File: src/rtl/comparador_serial_lsb.sv
// Bit-serial unsigned magnitude comparator, LSB first, with a start/done handshake.
// One bit is scanned per cycle, and a later (more significant) differing bit overrides the earlier verdict.
module comparador_serial_lsb #(
  parameter int N = 8
) (
  input  logic         clk,
  input  logic         rst_n,
  input  logic         inicio,
  input  logic [N-1:0] A,
  input  logic [N-1:0] B,
  output logic         listo,
  output logic         valido,
  output logic         mayor,
  output logic         igual,
  output logic         menor
);

  localparam int CW = $clog2(N) + 1;
  localparam logic [CW-1:0] ULTIMO = CW'(N - 1);

  typedef enum logic [1:0] {REPOSO, COMPARA, FIN} estado_t;

  estado_t       estado, estado_sig;
  logic [N-1:0]  sa, sb;
  logic [CW-1:0] cnt;
  logic [1:0]    pq, pq_act, pq_sig;
  logic          ultimo;

  // pq: 01 equal so far, 10 A>B, 00 A<B; 11 cannot occur and decodes as equal
  always_comb begin
    pq_act = (pq == 2'b11) ? 2'b01 : pq;
    pq_sig = pq_act;
    if (sa[0] != sb[0]) pq_sig = sa[0] ? 2'b10 : 2'b00;
  end

  assign ultimo = (cnt == ULTIMO);

  always_comb begin
    estado_sig = estado;
    case (estado)
      REPOSO:  if (inicio) estado_sig = COMPARA;
      COMPARA: if (ultimo) estado_sig = FIN;
      FIN:     estado_sig = REPOSO;
      default: estado_sig = REPOSO;
    endcase
  end

  always_ff @(posedge clk) begin
    if (!rst_n) estado <= REPOSO;
    else        estado <= estado_sig;
  end

  always_ff @(posedge clk) begin
    if (!rst_n) begin
      sa    <= '0;
      sb    <= '0;
      cnt   <= '0;
      pq    <= 2'b01;
      mayor <= 1'b0;
      igual <= 1'b0;
      menor <= 1'b0;
    end else begin
      case (estado)
        REPOSO: if (inicio) begin
          sa  <= A;
          sb  <= B;
          cnt <= '0;
          pq  <= 2'b01;
        end
        COMPARA: begin
          pq  <= pq_sig;
          sa  <= sa >> 1;
          sb  <= sb >> 1;
          cnt <= cnt + 1'b1;
          if (ultimo) begin
            mayor <= (pq_sig == 2'b10);
            igual <= (pq_sig == 2'b01);
            menor <= (pq_sig == 2'b00);
          end
        end
        default: ;
      endcase
    end
  end

  assign listo  = (estado == REPOSO);
  assign valido = (estado == FIN);

endmodule

File: config.mk
export PLATFORM = sky130hd
export DESIGN_NAME = comparador_serial_lsb
export DESIGN_NICKNAME = d
export VERILOG_FILES = /design/src/rtl/comparador_serial_lsb.sv
export SDC_FILE = /design/constraint.sdc
export NUM_CORES = 1
export LEC_CHECK = 0
export ABC_AREA = 1
export CAP_MARGIN = 15
export CELL_PAD_IN_SITES_DETAIL_PLACEMENT = 2
export CELL_PAD_IN_SITES_GLOBAL_PLACEMENT = 2
export CORE_MARGIN = 2
export CORE_UTILIZATION = 25
export CTS_CLUSTER_SIZE = 10
export DETAILED_ROUTE_END_ITERATION = 12
export GPL_ROUTABILITY_DRIVEN = 0
export PLACE_DENSITY_LB_ADDON = 0.05
export SLEW_MARGIN = 10
export SYNTH_ARGS = -nofsm -noshare
export SYNTH_HDL_FRONTEND = slang
export SYNTH_SLANG_ARGS = --single-unit
File: constraint.sdc
create_clock -name clk -period 1.2 [get_ports clk]
set_clock_uncertainty 0.15 [all_clocks]
set_input_delay 0.3 -clock clk [delete_from_list [all_inputs] [get_ports clk]]
set_output_delay 0.3 -clock clk [all_outputs]
set_load 0.01 [all_outputs]
# == Yosys cells after proc, flatten, opt, wreduce, memory -nomap -nowiden ==
# Index checks and enable logic that the tools add are counted.
# totals
ff_bits,27
latch_bits,0
ram_bits,0
romBits,0
inputBits,19
output_inout_bits,5
wordCells,37
mem_count,0
# classes
n_addsub,1
multipliers,0
div,0
order_cmp,0
eq_ne,9
n_shift,0
n_mux,13
bitwise,0
reduce_logical,6
# ops
cell,n
$pmux 8 s2,2
$mux 8,2
$mux 2,5
$pmux 2 s2,2
$pmux 4 s2,1
$eq 2x2->1 const B,3
$reduce_and 2->1,3
$add 4x1->4 const B,1
$eq 2x1->1 const B,2
$eq 4x3->1 const B,1
$logic_not 2->1,2
$mux 4,1
$ne 2x2->1 const B,2
$reduce_bool 2->1,1
$ne 1x1->1,1

# == Longest topological paths before layout ==
# logic_depth
word_depth,4
ltp_mapped,7
depth_no_buf,6

# == Worst setup path before layout ==
# OpenSTA, ideal clock, no wires.
# synth_path
path_type,reg-to-reg
from,register cnt[0]
to,register menor
setup_time_ns,0.121
arrival_time_ns,0.943
required_ns,0.929
setup_slack_ns,-0.014
stages_incl_launch_ff,7
n_path_buf,0
synth_period_minus_slack_ns,1.214
cell_sequence,dfxtp_1 > ha_1 > nand3_1 > nor2_4 > inv_1 > nand2_1 > a21oi_1
# synth_via
elab_chain_len,2
# synth_lines
item,line_no,source
"start, declared",25,logic [CW-1:0] cnt;
"start signal, assigned",74,cnt <= cnt + 1'b1;
$eq 4x3->1,36,assign ultimo = (cnt == ULTIMO);
$reduce_and 2->1 (no source line),--,
"end signal, assigned",78,menor <= (pq_sig == 2'b00);
"end, declared",15,output logic menor
# No other way between the ends.
# A chain may end at the register's enable or synchronous reset.

# == Worst setup path after layout ==
# layout_path
from,register estado[0]
to,register sb[1]
# layout_via
elab_chain_len,3
elab_cells_between_ends,6
cone_classes,eq/ne (2); mux (1); reduce/logical (3)
# layout_lines
item,line_no,source
"start, declared",23,"estado_t estado, estado_sig;"
"start signal, assigned",50,else estado <= estado_sig;
$eq 2x1->1 or $logic_not 2->1 (tied branches),63,case (estado)
$reduce_bool 2->1 (no source line) or $ne 2x2->1 (tied branches),--,
$reduce_and 2->1 (no source line),--,
"end signal, assigned",73,sb <= sb >> 1;
"end, declared",24,"logic [N-1:0] sa, sb;"
# Several ways; a longest one is shown, not always the timed one.

==> results.md <==
- The count of flip-flops with a built-in enable after synthesis is 0.
- The number of clock sinks seen by CTS is 27.
- The flow ran to the end, but the final reports show violations.
- The count of endpoints failing setup in the final report is 27.
- The starting density of the core is 26.0%.
- Setup repair after global routing could not meet its margin everywhere.
- The synthesized-area fraction occupied by adder cells is between 1 and 1.5%.
- The cts-stage hold buffer count is 0.
- By count the netlist is led by sky130_fd_sc_hd__dfxtp_1, sky130_fd_sc_hd__a21oi_1, sky130_fd_sc_hd__nand2_1.
- The endpoint type of the worst setup path is a flop.
- Multiplexer cells account for 0% of the synthesized area.
- In this run the vertical extent of the chip is just over 70 um.
- For the pin with the worst max-slew slack, the measured transition is roughly 230 ps.
- The launch point of the worst hold path is pq[1].
- In this run the critical register-to-register path is launched from estado[0].
- Clock-pin slew was measured on the worst setup and hold paths at 90 ps.
- The synthesized netlist cell count is 140.
- The via count of the first global-routing pass came to 1307.
- The number of I/O pins is 24.
- The average cell area after synthesis is between 8 and 9 sq um.
- The most frequently used flop master after synthesis is sky130_fd_sc_hd__dfxtp_1.
- The checks that failed: setup timing.
- The number of fill cells in the layout is around 480.
- Across every metal layer, demand over resource in global routing totals 15.4%.
- Clock tree synthesis selected as its root buffer the cell sky130_fd_sc_hd__clkbuf_8.
- The number of antenna diodes is 0.
- The detailed router's first-iteration violation count is 14.
- The worst supply voltage drop on vdd is ~420 uV.
- The relative area change from synthesis to final layout is 68.1%.
- The power per standard cell area is 1050 nW/um^2.
- The synthesized design spends more area on one cell type than any other, namely sky130_fd_sc_hd__dfxtp_1.
- The initial antenna violation count came to 0.
- The worst-path maximum fanout is 8.
- The count of pins over their slew limit is 0.
- STA classifies the critical path startpoint as a flop.
- The clock tree from TritonCTS is done.
- The basic-gate share of the synthesized area counting and, or, nand and nor cells is between 10 and 15%.
- The arrival time of data at the critical path endpoint is ~1400 ps.
- Summed over all nets, the half-perimeter wirelength after detailed placement is around 2600 um.
- The synthesized netlist occupies a cell area of 1130 sq um.
- The static power due to leakage is between 0.7 and 0.8 nW.
- The first detailed-routing pass ran for 4 iterations.
- The pin count of the biggest net entering global routing is 20.
- The setup check on the worst reg-to-reg path leaves a slack of -160 ps.
- The sink of the worst hold path is pq[1].
- The die footprint is between 5000 and 6000 sq um.
- The post-synth net total is 160.
- The critical path startpoint is estado[0].
- The tightest min-delay check is of the flop to flop type.
- For the finished layout, the period the worst path requires is roughly 1400 ps.
- The xor/xnor share of the synthesized area is 0%.
- After synthesis, the largest family of logic cells by area is compound AO/OA/AOI/OAI gates.
- The net switching component of the power is 568 uW.
- For the final routed database, the setup TNS stands at -2460 ps.
- The setup path with the least slack is of type flop to flop.
- The buffer depth of the longest clock path is 2.
- The number of nets in the final layout is slightly above 200.
- Max-cap violations in this run came to 0.
- Summed over all layers, the global routing overflow is 0.
- Yosys printed 0 warnings.
- In the post-synthesis netlist, the biggest area contributors are sky130_fd_sc_hd__dfxtp_1, sky130_fd_sc_hd__a21oi_1, sky130_fd_sc_hd__o22ai_1, sky130_fd_sc_hd__nand2_1, sky130_fd_sc_hd__o21ai_1.
- The share of synthesized area occupied by flip-flops and latches is a little under half.
- After synthesis, the share of flip-flops with an asynchronous set or reset is 0%.
- The share of the core filled with cells is 43.7%.
- The instance area after placement is ~1500 sq um.
- The TritonCTS buffer count is 3.
- The share of synthesized area in the top cell type comes to a little under half.
- The first global-routing pass estimated between 6000 and 7000 um of wire.
- The count of unresolved DRC violations after routing is 0.
- The final wirelength is just under 4000 um.
- For the worst-skew pair, the clock arrives at the later sink with an insertion delay of approximately 280 ps.
- The number of library cell types mapped by synthesis is 17.
- The cell-internal power is around 1.4 mW.
- Measured along the x axis, the die boundary spans a little over 70 um.
- The endpoint of the worst register-to-register path is sb[1].
- The sequential share of power is 50.2%.
- The summed area of non-filler cells in the final layout is between 1500 and 2000 sq um.
- The highest achievable clock rate is roughly 740 MHz.
- Input and output buffers added on the ports amount to 23.
- The area inside the core boundary is approximately 4400 sq um.
- The clock network accounts for a little over a quarter of the total power.
- The average wire per cell in the routed design is around 17 um.
- The required time of the critical path is between 1000 and 1500 ps.
- The number of cells on the worst reg-to-reg path is 5.
- Summing the areas of all compound-gate instances in the mapped netlist gives between 20% and 30% of the synthesized area.
- Yosys instantiated no cell more often than sky130_fd_sc_hd__dfxtp_1.
- The share of total power in combinational logic is between 20% and 30%.
- CTS built an H-tree with a depth of 1.
- The worst hold path was traced through 2 stages.
- For this block, the via count after detailed routing is 1172.
- Once detail routing completed, the nets flagged for antenna violations numbered 0.
- The max-slew headroom at the worst pin is around 84%.
- Cells with a size suffix above 1 make up a little over two fifths of the layout.
- The final total power is around 2 mW.
- The synthesis-stage register bit count is 27.
- Once routing completed, OpenROAD measured the worst setup slack at -159 ps.
- Net switching is around 28% of the power.
- The floorplan row count is 24.
- In the routed layout, each cell is associated on average with a via count of approximately 5.
- Of the available clock period, the critical path in the final layout requires 113%.
- The number of hold-slack violations in the final timing report is 0.
==> per-stage QoR <==
| step | std cells | hold WS (ps) | setup WS [ps] |
|---|---|---|---|
| 2_1_floorplan | 140 | 268 | 1.91 |
| 3_3_place_gp | 223 | 306 | -351 |
| 3_5_place_dp | 223 | 314 | -382 |
| 4_1_cts | 230 | 326 | -152 |
| 5_1_grt | 236 | 360 | -228 |
| 6_report | 236 | 331 | -159 |
==> cells in the final DEF (no fill, tap or decap), types with 2 or more instances in the layout <==
cell,netlist,layout
sky130_fd_sc_hd__a21oi_1,24,21
sky130_fd_sc_hd__a21oi_2,0,3
sky130_fd_sc_hd__buf_12,0,3
sky130_fd_sc_hd__buf_2,1,2
sky130_fd_sc_hd__buf_4,0,15
sky130_fd_sc_hd__buf_6,4,6
sky130_fd_sc_hd__clkbuf_16,0,2
sky130_fd_sc_hd__clkbuf_8,0,3
sky130_fd_sc_hd__clkdlybuf4s50_1,0,18
sky130_fd_sc_hd__dfxtp_1,27,20
sky130_fd_sc_hd__dfxtp_2,0,7
sky130_fd_sc_hd__inv_1,10,5
sky130_fd_sc_hd__inv_2,0,3
sky130_fd_sc_hd__nand2_1,20,18
sky130_fd_sc_hd__nand2_8,0,2
sky130_fd_sc_hd__nand3_1,4,2
sky130_fd_sc_hd__nor2_1,7,5
sky130_fd_sc_hd__nor2_4,1,3
sky130_fd_sc_hd__o21ai_0,5,3
sky130_fd_sc_hd__o21ai_2,0,14
sky130_fd_sc_hd__o22ai_1,15,10
sky130_fd_sc_hd__o22ai_2,0,5
==> flip-flops by register name, summed over array words and instances, names as in the netlist <==
name	count
sa	8
estado	2
igual	1
cnt	4
sb	8
mayor	1
pq	2
menor	1
==> final cells by class <==
class	count	area (sq um)	share of cell area (%)
flip-flops and latches	27	549	28.9
multi-input cells	95	677	35.6
well taps	52	65.1	3.42
clock buffers	4	45.0	2.37
repair buffers	47	508	26.7
inverters	11	57.6	3.03
==> power groups by stage <==
stage	registers [mW]	logic, mW	clock network (mW)
2_1_floorplan	1.00	0.182	0
3_3_place_gp	1.01	0.328	0
3_5_place_dp	1.01	0.343	0
4_1_cts	1.00	0.406	0.567
5_1_grt	1.01	0.488	0.603
6_report	1.00	0.453	0.541
==> worst max-delay path, cell delays in order (launching register included) <==
cell and delay [ps]:
sky130_fd_sc_hd__dfxtp_2 360, sky130_fd_sc_hd__buf_6 130, sky130_fd_sc_hd__clkinvlp_4 140, sky130_fd_sc_hd__buf_12 170, sky130_fd_sc_hd__o22ai_1 210, sky130_fd_sc_hd__a21oi_2 80
==> per-layer routing <==
layer / up-vias / global-route usage [%] / routed length (um)
met5: - / 0 / 0
met4: 0 / 8.81 / 97
met3: 8 / 2.39 / 118
met2: 20 / 27.7 / 2080
met1: 570 / 17.2 / 1630
li1: 574 / - / -
==> logic make-up (layout without fill, tap and decap cells) <==
kind of cell / after synthesis / in the layout
compound gates: 58 / 58
fa+ha+maj: 1 / 1
buf+inv: 18 / 62
flops: 27 / 27
simple gates: 36 / 36
==> what timing repair did <==
action                     CTS  global route
setup endpoints to repair   32            32
setup buffers                2             4
gates cloned                 1             2
pin swaps                   10             4
hold endpoints to repair     0             0
resized for setup           63            18
==> worst max path at each step <==
stage,to,slack (ps)
6_report,sb[1],-160
5_1_grt,igual,-230
4_1_cts,valido,-150
3_5_place_dp,cnt[3],-380
3_3_place_gp,estado[0],-350
2_1_floorplan,menor,2
(Power assumes the default switching activity.)
